$ cat config.mk
export PLATFORM = sky130hd
export DESIGN_NAME = exu_dispatch_flat
export DESIGN_NICKNAME = d
export VERILOG_FILES = /design/src/rtl/exu_dispatch_if.sv /design/src/rtl/exu_dispatch.sv /design/src/flat_wrapper.sv
export SDC_FILE = /design/constraint.sdc
export NUM_CORES = 1
export LEC_CHECK = 0
export ABC_AREA = 1
export BUFFER_PORTS_ARGS = -buffer_cell sky130_fd_sc_hd__clkbuf_2
export CAP_MARGIN = 20
export CORE_MARGIN = 2
export CORE_UTILIZATION = 48
export DETAILED_ROUTE_END_ITERATION = 6
export HOLD_SLACK_MARGIN = 0.1
export PLACE_DENSITY = 0.85
export SYNTH_ARGS = -nofsm -noshare
export SYNTH_HDL_FRONTEND = slang
export SYNTH_SLANG_ARGS = --single-unit
$ cat constraint.sdc
create_clock -name clk -period 5 [get_ports clk]
set_input_delay 1 -clock clk [delete_from_list [all_inputs] [get_ports clk]]
set_output_delay 1 -clock clk [all_outputs]
set_load 0.1 [all_outputs]
$ cat src/rtl/exu_dispatch_if.sv
// exu_dispatch_if: fetch-to-dispatch handshake plus the dispatch-to-handler broadcast.
// Ports: ifu_vld/ifu_rdy/ifu_inst/ifu_pc (fetch side), flush, lsu_busy,
//        exu_inst/exu_pc, misc/alu/bju/lsu_sel, ill_vld/ill_pc, retire (handler side).
// slave = dispatch stage, master = surrounding pipeline.
interface exu_dispatch_if #(
  parameter int PC_W   = 32,
  parameter int INST_W = 32
);
  logic              ifu_vld;
  logic              ifu_rdy;
  logic [INST_W-1:0] ifu_inst;
  logic [PC_W-1:0]   ifu_pc;
  logic              flush;
  logic              lsu_busy;
  logic [INST_W-1:0] exu_inst;
  logic [PC_W-1:0]   exu_pc;
  logic              misc_sel;
  logic              alu_sel;
  logic              bju_sel;
  logic              lsu_sel;
  logic              ill_vld;
  logic [PC_W-1:0]   ill_pc;
  logic              retire;

  modport master (
    output ifu_vld, ifu_inst, ifu_pc, flush, lsu_busy,
    input  ifu_rdy, exu_inst, exu_pc, misc_sel, alu_sel, bju_sel, lsu_sel,
           ill_vld, ill_pc, retire
  );

  modport slave (
    input  ifu_vld, ifu_inst, ifu_pc, flush, lsu_busy,
    output ifu_rdy, exu_inst, exu_pc, misc_sel, alu_sel, bju_sel, lsu_sel,
           ill_vld, ill_pc, retire
  );
endinterface

$ cat src/rtl/exu_dispatch.sv
// exu_dispatch: holds the oldest fetched instruction, decodes it to one-hot handler
// selects and retires it (or flags it illegal) once the selected handler accepts.
// Ports: clk, rst (async, active-high), bus (exu_dispatch_if.slave).
// Option: define EXU_DISPATCH_SKID_EN to add a second (skid) entry behind the head,
// which makes ifu_rdy a pure register output.
module exu_dispatch #(
  parameter int PC_W   = 32,
  parameter int INST_W = 32
) (
  input  logic           clk,
  input  logic           rst,
  exu_dispatch_if.slave  bus
);
  // Purpose: single/two-entry dispatch head with opcode decode and illegal detection.
  // Latency: accepted in cycle N, presented to handlers and retired in N+1 unless stalled.
  // Backpressure: only lsu_busy stalls the head; ifu_rdy drops when no entry can be freed.

  typedef struct packed {
    logic [INST_W-1:0] inst;
    logic [PC_W-1:0]   pc;
  } entry_t;

  typedef enum logic [2:0] {
    CLS_ILL,
    CLS_MISC,
    CLS_ALU,
    CLS_BJU,
    CLS_LSU
  } cls_e;

  logic   head_vld;
  entry_t head_q;
  entry_t ifu_in;
  cls_e   head_cls;
  logic   illegal;
  logic   advance;
  logic   ifu_rdy_int;
  logic   ifu_xfer;

  assign ifu_in = '{inst: bus.ifu_inst, pc: bus.ifu_pc};

  // All legal opcodes end in 2'b11, so a full 7-bit match also covers the
  // compressed-encoding rejection.
  always_comb begin
    head_cls = CLS_ILL;
    case (head_q.inst[6:0])
      7'b0110111, 7'b0010111:             head_cls = CLS_MISC;
      7'b0010011, 7'b0110011:             head_cls = CLS_ALU;
      7'b1101111, 7'b1100111, 7'b1100011: head_cls = CLS_BJU;
      7'b0000011, 7'b0100011:             head_cls = CLS_LSU;
      default:                            head_cls = CLS_ILL;
    endcase
  end

  assign illegal = (head_cls == CLS_ILL);
  // Illegal heads never wait on a handler; only an lsu head can be held.
  assign advance = head_vld && !((head_cls == CLS_LSU) && bus.lsu_busy);

  assign bus.misc_sel = head_vld && (head_cls == CLS_MISC);
  assign bus.alu_sel  = head_vld && (head_cls == CLS_ALU);
  assign bus.bju_sel  = head_vld && (head_cls == CLS_BJU);
  assign bus.lsu_sel  = head_vld && (head_cls == CLS_LSU);
  assign bus.exu_inst = head_q.inst;
  assign bus.exu_pc   = head_q.pc;
  assign bus.ill_pc   = head_q.pc;
  // flush never suppresses these: an advancing head completes even when flushed.
  assign bus.retire   = advance && !illegal;
  assign bus.ill_vld  = advance && illegal;

  assign ifu_xfer    = bus.ifu_vld && ifu_rdy_int;
  assign bus.ifu_rdy = ifu_rdy_int;

`ifdef EXU_DISPATCH_SKID_EN
  logic   skid_vld;
  entry_t skid_q;

  // Registered ready: room exists whenever the skid slot is empty.
  assign ifu_rdy_int = !skid_vld;

  always_ff @(posedge clk or posedge rst) begin
    if (rst) begin
      head_vld <= 1'b0;
      head_q   <= '0;
      skid_vld <= 1'b0;
      skid_q   <= '0;
    end else if (bus.flush) begin
      head_vld <= 1'b0;
      skid_vld <= 1'b0;
    end else if (advance || !head_vld) begin
      // Head frees up: the skid entry is older than anything on the IFU port,
      // and an occupied skid already holds ifu_rdy low so no transfer collides.
      if (skid_vld) begin
        head_q   <= skid_q;
        head_vld <= 1'b1;
        skid_vld <= 1'b0;
      end else if (ifu_xfer) begin
        head_q   <= ifu_in;
        head_vld <= 1'b1;
      end else begin
        head_vld <= 1'b0;
      end
    end else if (ifu_xfer) begin
      skid_q   <= ifu_in;
      skid_vld <= 1'b1;
    end
  end
`else
  // Combinational from lsu_busy so a retiring head can be replaced in the same cycle.
  assign ifu_rdy_int = !head_vld || advance;

  always_ff @(posedge clk or posedge rst) begin
    if (rst) begin
      head_vld <= 1'b0;
      head_q   <= '0;
    end else if (bus.flush) begin
      head_vld <= 1'b0;
    end else if (ifu_xfer) begin
      head_q   <= ifu_in;
      head_vld <= 1'b1;
    end else if (advance) begin
      head_vld <= 1'b0;
    end
  end
`endif

endmodule

$ cat src/flat_wrapper.sv
// flat-port wrapper written by rule: the top's interface ports become plain ports
module exu_dispatch_flat 
#(
  parameter int PC_W   = 32,
  parameter int INST_W = 32
)
  (clk, rst, bus_ifu_vld, bus_ifu_inst, bus_ifu_pc, bus_flush, bus_lsu_busy, bus_ifu_rdy, bus_exu_inst, bus_exu_pc, bus_misc_sel, bus_alu_sel, bus_bju_sel, bus_lsu_sel, bus_ill_vld, bus_ill_pc, bus_retire);
  exu_dispatch_if #(.PC_W(PC_W), .INST_W(INST_W)) bus_i ();
  input  logic clk;
  input  logic rst;
  input wire logic [$bits(bus_i.ifu_vld)-1:0] bus_ifu_vld;
  input wire logic [$bits(bus_i.ifu_inst)-1:0] bus_ifu_inst;
  input wire logic [$bits(bus_i.ifu_pc)-1:0] bus_ifu_pc;
  input wire logic [$bits(bus_i.flush)-1:0] bus_flush;
  input wire logic [$bits(bus_i.lsu_busy)-1:0] bus_lsu_busy;
  output wire logic [$bits(bus_i.ifu_rdy)-1:0] bus_ifu_rdy;
  output wire logic [$bits(bus_i.exu_inst)-1:0] bus_exu_inst;
  output wire logic [$bits(bus_i.exu_pc)-1:0] bus_exu_pc;
  output wire logic [$bits(bus_i.misc_sel)-1:0] bus_misc_sel;
  output wire logic [$bits(bus_i.alu_sel)-1:0] bus_alu_sel;
  output wire logic [$bits(bus_i.bju_sel)-1:0] bus_bju_sel;
  output wire logic [$bits(bus_i.lsu_sel)-1:0] bus_lsu_sel;
  output wire logic [$bits(bus_i.ill_vld)-1:0] bus_ill_vld;
  output wire logic [$bits(bus_i.ill_pc)-1:0] bus_ill_pc;
  output wire logic [$bits(bus_i.retire)-1:0] bus_retire;
  assign bus_i.ifu_vld = bus_ifu_vld;
  assign bus_i.ifu_inst = bus_ifu_inst;
  assign bus_i.ifu_pc = bus_ifu_pc;
  assign bus_i.flush = bus_flush;
  assign bus_i.lsu_busy = bus_lsu_busy;
  assign bus_ifu_rdy = bus_i.ifu_rdy;
  assign bus_exu_inst = bus_i.exu_inst;
  assign bus_exu_pc = bus_i.exu_pc;
  assign bus_misc_sel = bus_i.misc_sel;
  assign bus_alu_sel = bus_i.alu_sel;
  assign bus_bju_sel = bus_i.bju_sel;
  assign bus_lsu_sel = bus_i.lsu_sel;
  assign bus_ill_vld = bus_i.ill_vld;
  assign bus_ill_pc = bus_i.ill_pc;
  assign bus_retire = bus_i.retire;
  exu_dispatch #(.PC_W(PC_W), .INST_W(INST_W)) u_core (.clk(clk), .rst(rst), .bus(bus_i));
endmodule
# == Word level (Yosys, flattened, before mapping) ==
# Index checks and enable logic that the tools add are counted.
# totals
ff_bits,65
wordCells,41
# classes
n_eq_ne,13
n_mux,4
bitwise_logic,1
n_reduce_logical,20
# ops
cell,count
$eq 7x6->1 const B,3
$eq 7x7->1 const B,3
$eq 7x5->1 const B,2
$pmux 3 s4,1
$logic_and 1x1->1,9
$eq 7x2->1 const B,1
$eq 3x2->1 const B,2
$reduce_or 2->1,3
$eq 3x1->1 const B,1
$eq 3x3->1 const B,1
$logic_not 1->1,3
$logic_not 3->1,1
$mux 1,3
$reduce_bool 3->1,1
$reduce_or 3->1,1
$reduce_and 2->1,1
$logic_or 1x1->1,1
$not 1->1,1

# == Logic depth before layout (Yosys ltp) ==
# Gate-level depths: netlist (run 1).
# depth
word_depth,11
mapped_depth,9
mapped_depth_nobuf,8

# == Least setup slack after synthesis (run 1) ==
# OpenSTA, ideal clock, no wires.
# synth_path
path_type,reg2out
from,"reg u_core.head_q, in the netlist u_core.bus.exu_inst[6]"
to,out bus_alu_sel
t_arrival_ns,3.687
setup_slack_ns,0.313
path_stages_with_launch,7
n_path_buf,0
cell_sequence,dfrtp_1 inv_1 nand3_2 inv_1 nand2_1 nand2_1 nor3b_1
# synth_between
elab_chain_cells,5
elab_cells_between_ends,16
cone_classes,eq/ne (10); mux (1); reduce/logical (5)
# synth_rtl
item,line,rtl
"start, declared",exu_dispatch.sv:32,entry_t head_q;
"start signal, assigned",exu_dispatch.sv:118,head_q <= ifu_in;
$eq 7x7->1 (tied with other cells),exu_dispatch.sv:46,case (head_q.inst[6:0])
$reduce_or 3->1 / $reduce_or 2->1 (equally long branches),exu_dispatch.sv:46,
$pmux 3 s4 (*),exu_dispatch.sv:46,
$eq 3x2->1 (*),exu_dispatch.sv:60,assign bus.alu_sel = head_vld && (head_cls == CLS_ALU);
$logic_and 1x1->1 (*),exu_dispatch.sv:60,
"end, declared",flat_wrapper.sv:20,output wire logic [$bits(bus_i.alu_sel)-1:0] bus_alu_sel;
# Every way passes the cells marked *; elsewhere a longest branch is shown, timed or not.

# == Worst setup path after layout (run 1) ==
# layout_path
from,"reg u_core.head_q, in the netlist u_core.bus.exu_inst[1]"
to,out bus_alu_sel
# The elaborated chain is that of the path after synthesis.

==> metrics.cfg, run 1 <==
[timing]
rsz0062_at_grt = no
tightest_slew_ps = 860
relSlewSlack_pct = 42.6
fmax_mhz = 341
clock_skew_ps = 7.00
worst_slack_ps = 2060
setup_tns_ps = 0
min_period_ps = 2940
min_period_over_period_pct = 58.7
setup_viol = 0
maxSlewViolCount = 0
final_hold_viol_count = 0

[synth]
synthSimpleGateAreaFrac_pct = 33.5
synth_mux_area_share_pct = 0
ys_types = 19
synth_compound_area_share_pct = 0.321
yosys_warnings = 0
synth_fp_nets = 414
synth_fa_ha_area_share_pct = 0
synthXorXnorAreaFrac_pct = 0
synth.yosys.seq_area_share_pct = 52.1
synth_top_family_by_area = simple AND/OR/NAND/NOR gates
synthCells = 345
synth_area_um2 = 3120
synth_seq_cells = 65
avgSynthCellArea_um2 = 9.05

[floorplan]
die_y_um = 84.7
core_area_um2 = 6310
start_util_pct = 49.5
die_w_um = 84.7
ios = 172
die-area_um2 = 7170
num_rows = 29

[clock_tree]
clock_path_buffers = 2
cts-root-buf = clkbuf_8
cts.sinks = 65
cts_made_buffers = 9
cts_tree = built
htreeDepth = 3
clk_latency_ps = 320
post-cts-setup-buffer-count = 0
ctsResizeCount = 0
clk_pin_slew_ps = 70
cts_hold_buf = 0

[detailed_routing]
viasPerCell = 4.81
drt_iter0_drc = 143
vias = 2689
drc_errors = 0
wirelength_um = 6930
dr.pass1.iters = 4
ant_nets = 0
wire_per_inst_um = 12.4

[grt]
grt_pass1_vias = 2609
grt_max_degree = 67
grt_remaining_overflow = 0
antenna_found_initial = 0
grt_usage_pct = 20.1
grt_pass1_wl_um = 11800

[layout]
fillers = 565
drive_gt1_share_pct = 44.8
final_cell_mix = 171 x clkbuf_2, 137 x nand2_1, 65 x dfrtp_1
fin_nets = 547
final_common_cell = clkbuf_2
diodes = 0
synthToLayoutAreaGrowth_pct = 23.5

[outcome]
status = completed

[worst_hold_path]
hold_path_end = u_core.bus.exu_inst[11]$_DFFE_PP0P_
min_path_cells = 2
hp-class = reg2reg
hold_path.startpoint = u_core.bus.exu_inst[11]$_DFFE_PP0P_

[setup_path]
r2r-end = u_core.bus.exu_pc[22]$_DFFE_PP0P_
r2r_start = u_core.bus.exu_inst[1]$_DFFE_PP0P_
cp-end-kind = output pin
critPathMaxFanout = 3
reg2reg_slack_ps = 2620
crit_arrival_ps = 1940
critical_path_class = reg2out
start_kind = flip-flop
worstPathRequired_ps = 4000
r2r_cells = 9

[power_and_ir_drop]
p_int_mw = 0.895
p_switching_mw = 1.08
cellPowerDensity_nw_per_um2 = 513
power_frac_comb_pct = 49.1
p_sw_share_pct = 54.8
seq_power_share_pct = 32.4
ir_worst_vdd_v = 0.000315
p_clk_share_pct = 18.5
p_leak_nw = 2.29

[place]
globalplace.congestion = 0.766
hpwl_um = 4940
pre_cts_ws_ps = 2160
port_buffers = 171

[flow_run]
cap_violations = 0

kinds of logic after synthesis:
kind of cell,Yosys count
AOI/OAI and AO/OA,2
DFF,65
buffers and inverters,60
and+or+nand+nor,218
cell usage after synthesis:
cell type  instances  area share (%)
nand3_1           45             7.2
a21oi_1            2            0.32
inv_1              7            0.84
dfrtp_1           65              52
nor2_2             1            0.20
nand3_2           21             6.7
nand2_4            1            0.36
nor2_4             1            0.36
nor2_1             7            0.84
buf_4             33             7.9
nand2_1          137              16
buf_2              7             1.1
buf_6             11             4.0
nand3_4            1            0.56
nor3b_1            1            0.24
clkbuf_1           1            0.12
inv_2              1            0.12
nor3_1             2            0.32
nand4_1            1            0.20
critical path: stages, from the launching register on:
cell      delay [ps]
dfrtp_1          410
nand2_1          130
inv_2             60
nand3_2           90
inv_1             80
nand2_1           80
nand2_1           80
nor3b_1          220
clkbuf_2         490
final cells by class:
type / count / area (um2) / share of cell area, %
clock buffers: 11 / 141 / 3.67
clock inverters: 4 / 20.0 / 0.519
inverters: 8 / 30.0 / 0.779
well taps: 77 / 96.3 / 2.50
repair buffers: 174 / 878 / 22.8
flip-flops and latches: 65 / 1630 / 42.2
multi-input cells: 220 / 1060 / 27.6
flip-flops by register name (all words and copies together) (netlist names):
signal               count
u_core.head_vld          1
u_core.bus.exu_pc       32
u_core.bus.exu_inst     32
per-layer routing:
| metal | track usage, % | vias to the layer above | share of wire (%) |
|---|---|---|---|
| li1 | - | 1324 | - |
| met1 | 25.3 | 1263 | 42 |
| met2 | 34.6 | 97 | 51 |
| met3 | 4.62 | 5 | 6.7 |
| met4 | 6.20 | 0 | 0.66 |
| met5 | 0 | - | 0 |
metrics by stage:
step	area, um2	power [mW]	utilization (%)	instances	hold WS (ps)
after floorplan	3120	1.52	-	345	755
after global placement	3690	1.62	58.5	544	455
after detailed placement	3690	1.63	58.5	544	465
after CTS	3860	2.00	61.1	559	483
after global routing	3860	2.06	61.1	559	497
final	3860	1.98	61.1	559	480
power by group through the flow:
stage	registers [mW]	clock network, mW	logic, mW
floorplan	1.12	0	0.397
global placement	0.648	0	0.970
detailed placement	0.650	0	0.978
CTS	0.642	0.381	0.977
global route	0.651	0.402	1.00
finish	0.642	0.366	0.972
worst max path at each step:
stage | end | start | slack (ps)
after global placement | bus_ill_vld | bus_lsu_busy | 2160
after detailed placement | bus_ill_vld | bus_lsu_busy | 2160
after CTS | bus_alu_sel | u_core.bus.exu_inst[1]$_DFFE_PP0P_ | 2060
after global routing | bus_alu_sel | u_core.bus.exu_inst[1]$_DFFE_PP0P_ | 1880
final | bus_alu_sel | u_core.bus.exu_inst[1]$_DFFE_PP0P_ | 2060
after floorplan | bus_alu_sel | u_core.bus.exu_inst[6]$_DFFE_PP0P_ | 310
No activity file was read; power rests on OpenSTA's default activity.
==> run 2: changes to the inputs <==
--- a/config.mk
+++ b/config.mk
@@ -9,10 +9,10 @@
 export BUFFER_PORTS_ARGS = -buffer_cell sky130_fd_sc_hd__clkbuf_2
 export CAP_MARGIN = 20
 export CORE_MARGIN = 2
-export CORE_UTILIZATION = 48
+export CORE_UTILIZATION = 40
 export DETAILED_ROUTE_END_ITERATION = 6
 export HOLD_SLACK_MARGIN = 0.1
-export PLACE_DENSITY = 0.85
+export PLACE_DENSITY = 0.76
 export SYNTH_ARGS = -nofsm -noshare
 export SYNTH_HDL_FRONTEND = slang
 export SYNTH_SLANG_ARGS = --single-unit
==> constraint.sdc (replaced) <==
create_clock -name clk -period 2.7 [get_ports clk]
set_input_delay 0.54 -clock clk [delete_from_list [all_inputs] [get_ports clk]]
set_output_delay 0.54 -clock clk [all_outputs]
set_load 0.1 [all_outputs]
==> run 2 against run 1 <==
Compared with the run above:
- register-to-register slack worse by 2000 ps
- sequential power is 85% higher
- via count grew 2.5%
- worst hold slack worse by 180 ps
- critical path depth did not move
- non-clock buffer count grew 1
- routed wire length rose by 5.8%
- critical path type unchanged
- highest routed layer unchanged
- final cell count grew 4.8%
- combinational power up 86%
- first-iteration DRC count rose by 4.9%
==> metrics.cfg, run 2 (synthesized netlist as in run 1, its figures left out) <==
[clock_tree]
cts_hold_buf = 0  ; unchanged
clock_path_buffers = 2  ; unchanged
ctsResizeCount = 0  ; unchanged
clk_latency_ps = 330  ; was 320 ps
cts-root-buf = clkbuf_8  ; unchanged
cts.sinks = 65  ; unchanged
post-cts-setup-buffer-count = 0  ; unchanged
cts_tree = built  ; unchanged
htreeDepth = 3  ; unchanged
clk_pin_slew_ps = 70  ; about the same
cts_made_buffers = 9  ; unchanged

[layout]
final_common_cell = clkbuf_2  ; unchanged
final_cell_mix = 170 x clkbuf_2, 137 x nand2_1, 60 x dfrtp_1  ; was 171 x clkbuf_2, 137 x nand2_1, 65 x dfrtp_1
drive_gt1_share_pct = 46.9  ; was 44.8%
fin_nets = 548  ; was 547
diodes = 0  ; unchanged
synthToLayoutAreaGrowth_pct = 28.6  ; was 23.5%

[timing]
min_period_ps = 2540
fmax_mhz = 394
setup_viol = 0  ; unchanged
relSlewSlack_pct = 51.9  ; was 42.6%
clock_skew_ps = 8.86  ; was 7.00 ps
worst_slack_ps = 161  ; was 2060 ps
timing.hold.ws_ps = 303  ; was 480 ps
final_hold_viol_count = 0  ; unchanged
rsz0062_at_grt = no  ; unchanged
min_period_over_period_pct = 94.0
tightest_slew_ps = 721  ; was 860 ps
maxSlewViolCount = 0  ; unchanged

[flow_run]
cap_violations = 0  ; unchanged

[power_and_ir_drop]
p_switching_mw = 2.03  ; was 1.08 mW
p_leak_nw = 2.31  ; was 2.29 nW
power_mw = 3.92  ; was 1.98 mW
power_frac_comb_pct = 46.2  ; was 49.1%
seq_power_share_pct = 30.4  ; was 32.4%
p_clk_share_pct = 23.4  ; was 18.5%
p_int_mw = 1.89  ; was 0.895 mW
cellPowerDensity_nw_per_um2 = 976  ; was 513 nW/um2
ir_worst_vdd_v = 0.000476  ; was 0.000315 V
p_sw_share_pct = 51.8  ; was 54.8%

[floorplan]
start_util_pct = 40.8  ; was 49.5%
die-area_um2 = 8530  ; was 7170 um2
num_rows = 32  ; was 29
die_y_um = 92.4  ; was 84.7 um
die_w_um = 92.4  ; was 84.7 um
core_area_um2 = 7650  ; was 6310 um2
ios = 172  ; unchanged

[setup_path]
critPathLaunch = u_core.bus.exu_inst[1]$_DFFE_PP0P_  ; unchanged
cp-end-kind = output pin  ; unchanged
cp_cell_sequence = nand2_1 > inv_2 > nand3_2 > inv_1 > nand2_1 > nand2_1 > nor3b_4 > clkbuf_2  ; was nand2_1 > inv_2 > nand3_2 > inv_1 > nand2_1 > nand2_1 > nor3b_1 > clkbuf_2
worstPathRequired_ps = 2160  ; was 4000 ps
r2r_cells = 7  ; was 9
r2r-end = u_core.bus.exu_inst[7]$_DFFE_PP0P_  ; was u_core.bus.exu_pc[22]$_DFFE_PP0P_
critical_path_class = reg2out  ; unchanged
critPathMaxFanout = 3  ; unchanged
start_kind = flip-flop  ; unchanged
crit_end = bus_alu_sel  ; unchanged
crit_arrival_ps = 2000  ; was 1940 ps
r2r_start = u_core.bus.exu_inst[2]$_DFFE_PP0P_  ; was u_core.bus.exu_inst[1]$_DFFE_PP0P_
cp_common_cell = nand2_1  ; unchanged
crit_path_top_delay_cell = clkbuf_2  ; unchanged
max_stage_delay_ps = 470  ; was 490 ps
reg2reg_slack_ps = 590  ; was 2620 ps

[grt]
grt_pass1_wl_um = 12100  ; was 11800 um
grt_usage_pct = 17.7  ; was 20.1%
grt_remaining_overflow = 0  ; unchanged
grt_max_degree = 65  ; was 67
antenna_found_initial = 0  ; unchanged
grt_pass1_vias = 2633  ; was 2609

[place]
port_buffers = 171  ; unchanged
pre_cts_ws_ps = 506  ; was 2160 ps
hpwl_um = 5290  ; was 4940 um
globalplace.congestion = 0.824  ; was 0.766

[detailed_routing]
ant_nets = 0  ; unchanged
drc_errors = 0  ; unchanged
drt_iter0_drc = 150  ; was 143
vias = 2757  ; was 2689
wire_per_inst_um = 12.5  ; was 12.4 um
dr.pass1.iters = 5  ; was 4
viasPerCell = 4.70  ; was 4.81
wirelength_um = 7330  ; was 6930 um

[worst_hold_path]
hp-class = in2async  ; was reg2reg

[outcome]
status = completed  ; unchanged

## run 2: area by class of cell
type | instances | area, um2
fillers | 761 | 3630
inverters | 8 | 30.0
clock buffers | 14 | 163
multi-input cells | 220 | 1100
repair buffers | 175 | 901
flip-flops and latches | 65 | 1630
clock inverters | 2 | 60.1
well taps | 102 | 128
## run 2: worst max-delay path: cells and delay by family (launching register included)
kind / cells / cell delay [ps]
flip-flops: 1 / 410
buffers and inverters: 3 / 620
AND/OR/NAND/NOR: 5 / 630
## run 2: how the worst min path moves through the flow
stage / start / endpoint / slack, ps
after floorplan: bus_flush / u_core.head_vld$_DFFE_PP0P_ / 600
after global placement: u_core.bus.exu_inst[20]$_DFFE_PP0P_ / u_core.bus.exu_inst[20]$_DFFE_PP0P_ / 460
after detailed placement: u_core.bus.exu_inst[18]$_DFFE_PP0P_ / u_core.bus.exu_inst[18]$_DFFE_PP0P_ / 460
after CTS: rst / u_core.bus.exu_inst[13]$_DFFE_PP0P_ / 330
after global routing: rst / u_core.bus.exu_inst[13]$_DFFE_PP0P_ / 360
final: rst / u_core.bus.exu_inst[13]$_DFFE_PP0P_ / 300
## run 2: stage by stage
step | area, um2 | TNS, ps | utilization [%] | cells
after floorplan | 3170 | -325 | - | 345
after global placement | 3790 | 0 | 49.6 | 570
after detailed placement | 3790 | 0 | 49.6 | 570
after CTS | 4020 | 0 | 52.5 | 586
after global routing | 4020 | 0 | 52.5 | 586
final | 4020 | 0 | 52.5 | 586
## run 2: power groups by stage
stage / Sequential (mW) / Combinational [mW] / Clock [mW]
2_1_floorplan: 2.08 / 0.739 / 0
3_3_place_gp: 1.20 / 1.81 / 0
3_5_place_dp: 1.21 / 1.82 / 0
4_1_cts: 1.19 / 1.82 / 0.947
5_1_grt: 1.21 / 1.87 / 0.991
6_report: 1.19 / 1.81 / 0.917
## run 2: layer usage
layer / routed length (um) / global-route usage, % / vias to the layer above / part of all wire, %
met1: 3060 / 21.9 / 1307 / 42
met2: 3710 / 30.5 / 110 / 51
met3: 477 / 3.82 / 8 / 6.5
met4: 91 / 6.34 / 0 / 1.2
li1: - / - / 1332 / -
met5: 0 / 0 / - / 0
==> run 3: changes to the inputs <==
--- a/config.mk
+++ b/config.mk
@@ -9,10 +9,10 @@
 export BUFFER_PORTS_ARGS = -buffer_cell sky130_fd_sc_hd__clkbuf_2
 export CAP_MARGIN = 20
 export CORE_MARGIN = 2
-export CORE_UTILIZATION = 40
+export CORE_UTILIZATION = 48
 export DETAILED_ROUTE_END_ITERATION = 6
 export HOLD_SLACK_MARGIN = 0.1
-export PLACE_DENSITY = 0.76
+export PLACE_DENSITY = 0.85
 export SYNTH_ARGS = -nofsm -noshare
 export SYNTH_HDL_FRONTEND = slang
 export SYNTH_SLANG_ARGS = --single-unit
==> constraint.sdc (replaced) <==
create_clock -name clk -period 3.1 [get_ports clk]
set_input_delay 0.62 -clock clk [delete_from_list [all_inputs] [get_ports clk]]
set_output_delay 0.62 -clock clk [all_outputs]
set_load 0.1 [all_outputs]
==> run 3 against run 2 <==
Compared with the run above:
- routed wire length is 3.3% lower
- clock power is 34% lower
- critical path type unchanged
- via count is 2.3% lower
- sequential power is 13% lower
- worst setup slack better by 290 ps
- final cell count is 4.6% lower
- combinational power is 13% lower
- non-clock buffer count is 1 lower
- worst hold slack better by 170 ps
==> metrics.cfg, run 3 (synthesized netlist as in run 1, its figures left out) <==
[outcome]
status = completed  ; unchanged

[clock_tree]
cts_hold_buf = 0  ; unchanged
cts.sinks = 65  ; unchanged
cts_tree = built  ; unchanged
htreeDepth = 3  ; unchanged
clk_latency_ps = 330  ; about the same
clock_path_buffers = 2  ; unchanged
post-cts-setup-buffer-count = 0  ; unchanged
cts_made_buffers = 9  ; unchanged
cts-root-buf = clkbuf_8  ; unchanged
clk_pin_slew_ps = 70  ; about the same
ctsResizeCount = 0  ; unchanged

[timing]
setup_viol = 0  ; unchanged
fmax_mhz = 378
relSlewSlack_pct = 46.6  ; was 51.9%
clock_skew_ps = 8.04  ; was 8.86 ps
setup_tns_ps = 0  ; unchanged
maxSlewViolCount = 0  ; unchanged
min_period_ps = 2640
tightest_slew_ps = 801  ; was 721 ps
min_period_over_period_pct = 85.3
rsz0062_at_grt = no  ; unchanged
final_hold_viol_count = 0  ; unchanged

[setup_path]
crit_path_top_delay_cell = clkbuf_2  ; unchanged
crit_arrival_ps = 2020  ; was 2000 ps
start_kind = flip-flop  ; unchanged
cp-end-kind = output pin  ; unchanged
critical_path_class = reg2out  ; unchanged
worstPathRequired_ps = 2480  ; was 2160 ps
max_stage_delay_ps = 510  ; was 470 ps
cp_cell_sequence = nor2_2 > nand3_2 > nor2_4 > nand3_4 > clkbuf_2  ; was nand2_1 > inv_2 > nand3_2 > inv_1 > nand2_1 > nand2_1 > nor3b_4 > clkbuf_2
reg2reg_slack_ps = 950  ; was 590 ps
critPathMaxFanout = 34  ; was 3

[floorplan]
die_y_um = 84.7  ; was 92.4 um
core_area_um2 = 6310  ; was 7650 um2
num_rows = 29  ; was 32
die_w_um = 84.7  ; was 92.4 um
die-area_um2 = 7170  ; was 8530 um2
start_util_pct = 49.5  ; was 40.8%
ios = 172  ; unchanged

[power_and_ir_drop]
p_leak_nw = 2.29  ; was 2.31 nW
ir_worst_vdd_v = 0.000483  ; was 0.000476 V
power_mw = 3.21  ; was 3.92 mW
cellPowerDensity_nw_per_um2 = 828  ; was 976 nW/um2

[grt]
grt_remaining_overflow = 0  ; unchanged
grt_max_degree = 66  ; was 65
grt_pass1_wl_um = 11700  ; was 12100 um
grt_pass1_vias = 2432  ; was 2633
grt_usage_pct = 20.2  ; was 17.7%
antenna_found_initial = 0  ; unchanged

[place]
globalplace.congestion = 0.869  ; was 0.824
port_buffers = 171  ; unchanged
hpwl_um = 4970  ; was 5290 um

[detailed_routing]
viasPerCell = 4.82  ; was 4.70
wl_met3_um = 545  ; was 477 um
top_layer = met4  ; unchanged
route.met2.wl_um = 3500  ; was 3710 um
ant_nets = 0  ; unchanged
vias = 2693  ; was 2757
wirelength_um = 7090  ; was 7330 um
dr.pass1.iters = 4  ; was 5
drt_iter0_drc = 143  ; was 150
drc_errors = 0  ; unchanged
met1_length_um = 2970  ; was 3060 um
wire_per_inst_um = 12.7  ; was 12.5 um

[layout]
drive_gt1_share_pct = 45.9  ; was 46.9%
synthToLayoutAreaGrowth_pct = 24.0  ; was 28.6%
fillers = 555  ; was 761
diodes = 0  ; unchanged
final_common_cell = clkbuf_2  ; unchanged
fin_nets = 547  ; was 548
final_cell_mix = 171 x clkbuf_2, 137 x nand2_1, 65 x dfrtp_1  ; was 170 x clkbuf_2, 137 x nand2_1, 60 x dfrtp_1

[worst_hold_path]
hp-class = reg2reg  ; was in2async

[flow_run]
cap_violations = 0  ; unchanged

-- run 3: cell count changes in the layout (fill, tap and decap cells not counted), moves of 2 or more --
cell / previous run / this run
dfrtp_1: 60 / 65
dfrtp_2: 5 / 0
clkinv_2: 0 / 4
bufinv_16: 2 / 0
clkbuf_1: 3 / 1
-- run 3: through the flow --
stage	setup slack [ps]	cells	util (%)	hold WS [ps]	cell area, um2
3_5_place_dp	822	544	58.8	460	3710
3_3_place_gp	876	544	58.8	456	3710
6_report	455	559	61.4	473	3870
2_1_floorplan	-274	345	-	683	3140
5_1_grt	333	559	61.4	480	3870
4_1_cts	450	559	61.4	477	3870
-- run 3: final cells by class --
cell class	instances	area [um2]	area share, %
flip-flops and latches	65	1630	42.0
clock buffers	11	141	3.65
inverters	8	30.0	0.775
repair buffers	174	878	22.7
multi-input cells	220	1080	27.9
well taps	77	96.3	2.49
clock inverters	4	20.0	0.517
-- run 3: power breakdown --
group | total, mW | switching [mW] | internal [mW]
registers | 1.03 | 0.0806 | 0.954
clock network | 0.601 | 0.299 | 0.302
logic | 1.57 | 1.38 | 0.188
-- run 3: worst max-delay path: cells and delay by family (launching register included) --
family,cells,cell delay [ps]
simple gates,4,760
buf+inv,1,510
flops,1,420
-- run 3: worst paths after layout --
check,startpoint,to,cells after the start
setup / recovery,u_core.bus.exu_inst[2]$_DFFE_PP0P_,bus_ifu_rdy,5
hold / removal,u_core.bus.exu_inst[17]$_DFFE_PP0P_,u_core.bus.exu_inst[17]$_DFFE_PP0P_,2
setup reg to reg,u_core.bus.exu_inst[2]$_DFFE_PP0P_,u_core.bus.exu_pc[6]$_DFFE_PP0P_,7
hold reg to reg,u_core.bus.exu_inst[17]$_DFFE_PP0P_,u_core.bus.exu_inst[17]$_DFFE_PP0P_,2
max in group asynchronous,rst,u_core.bus.exu_pc[1]$_DFFE_PP0P_,3
min in group asynchronous,rst,u_core.bus.exu_pc[30]$_DFFE_PP0P_,3
-- run 3: routing by layer --
layer,vias to the layer above,track usage (%)
li1,1328,-
met1,1246,26.1
met2,112,32.6
met3,7,6.49
met4,0,6.64
met5,-,0
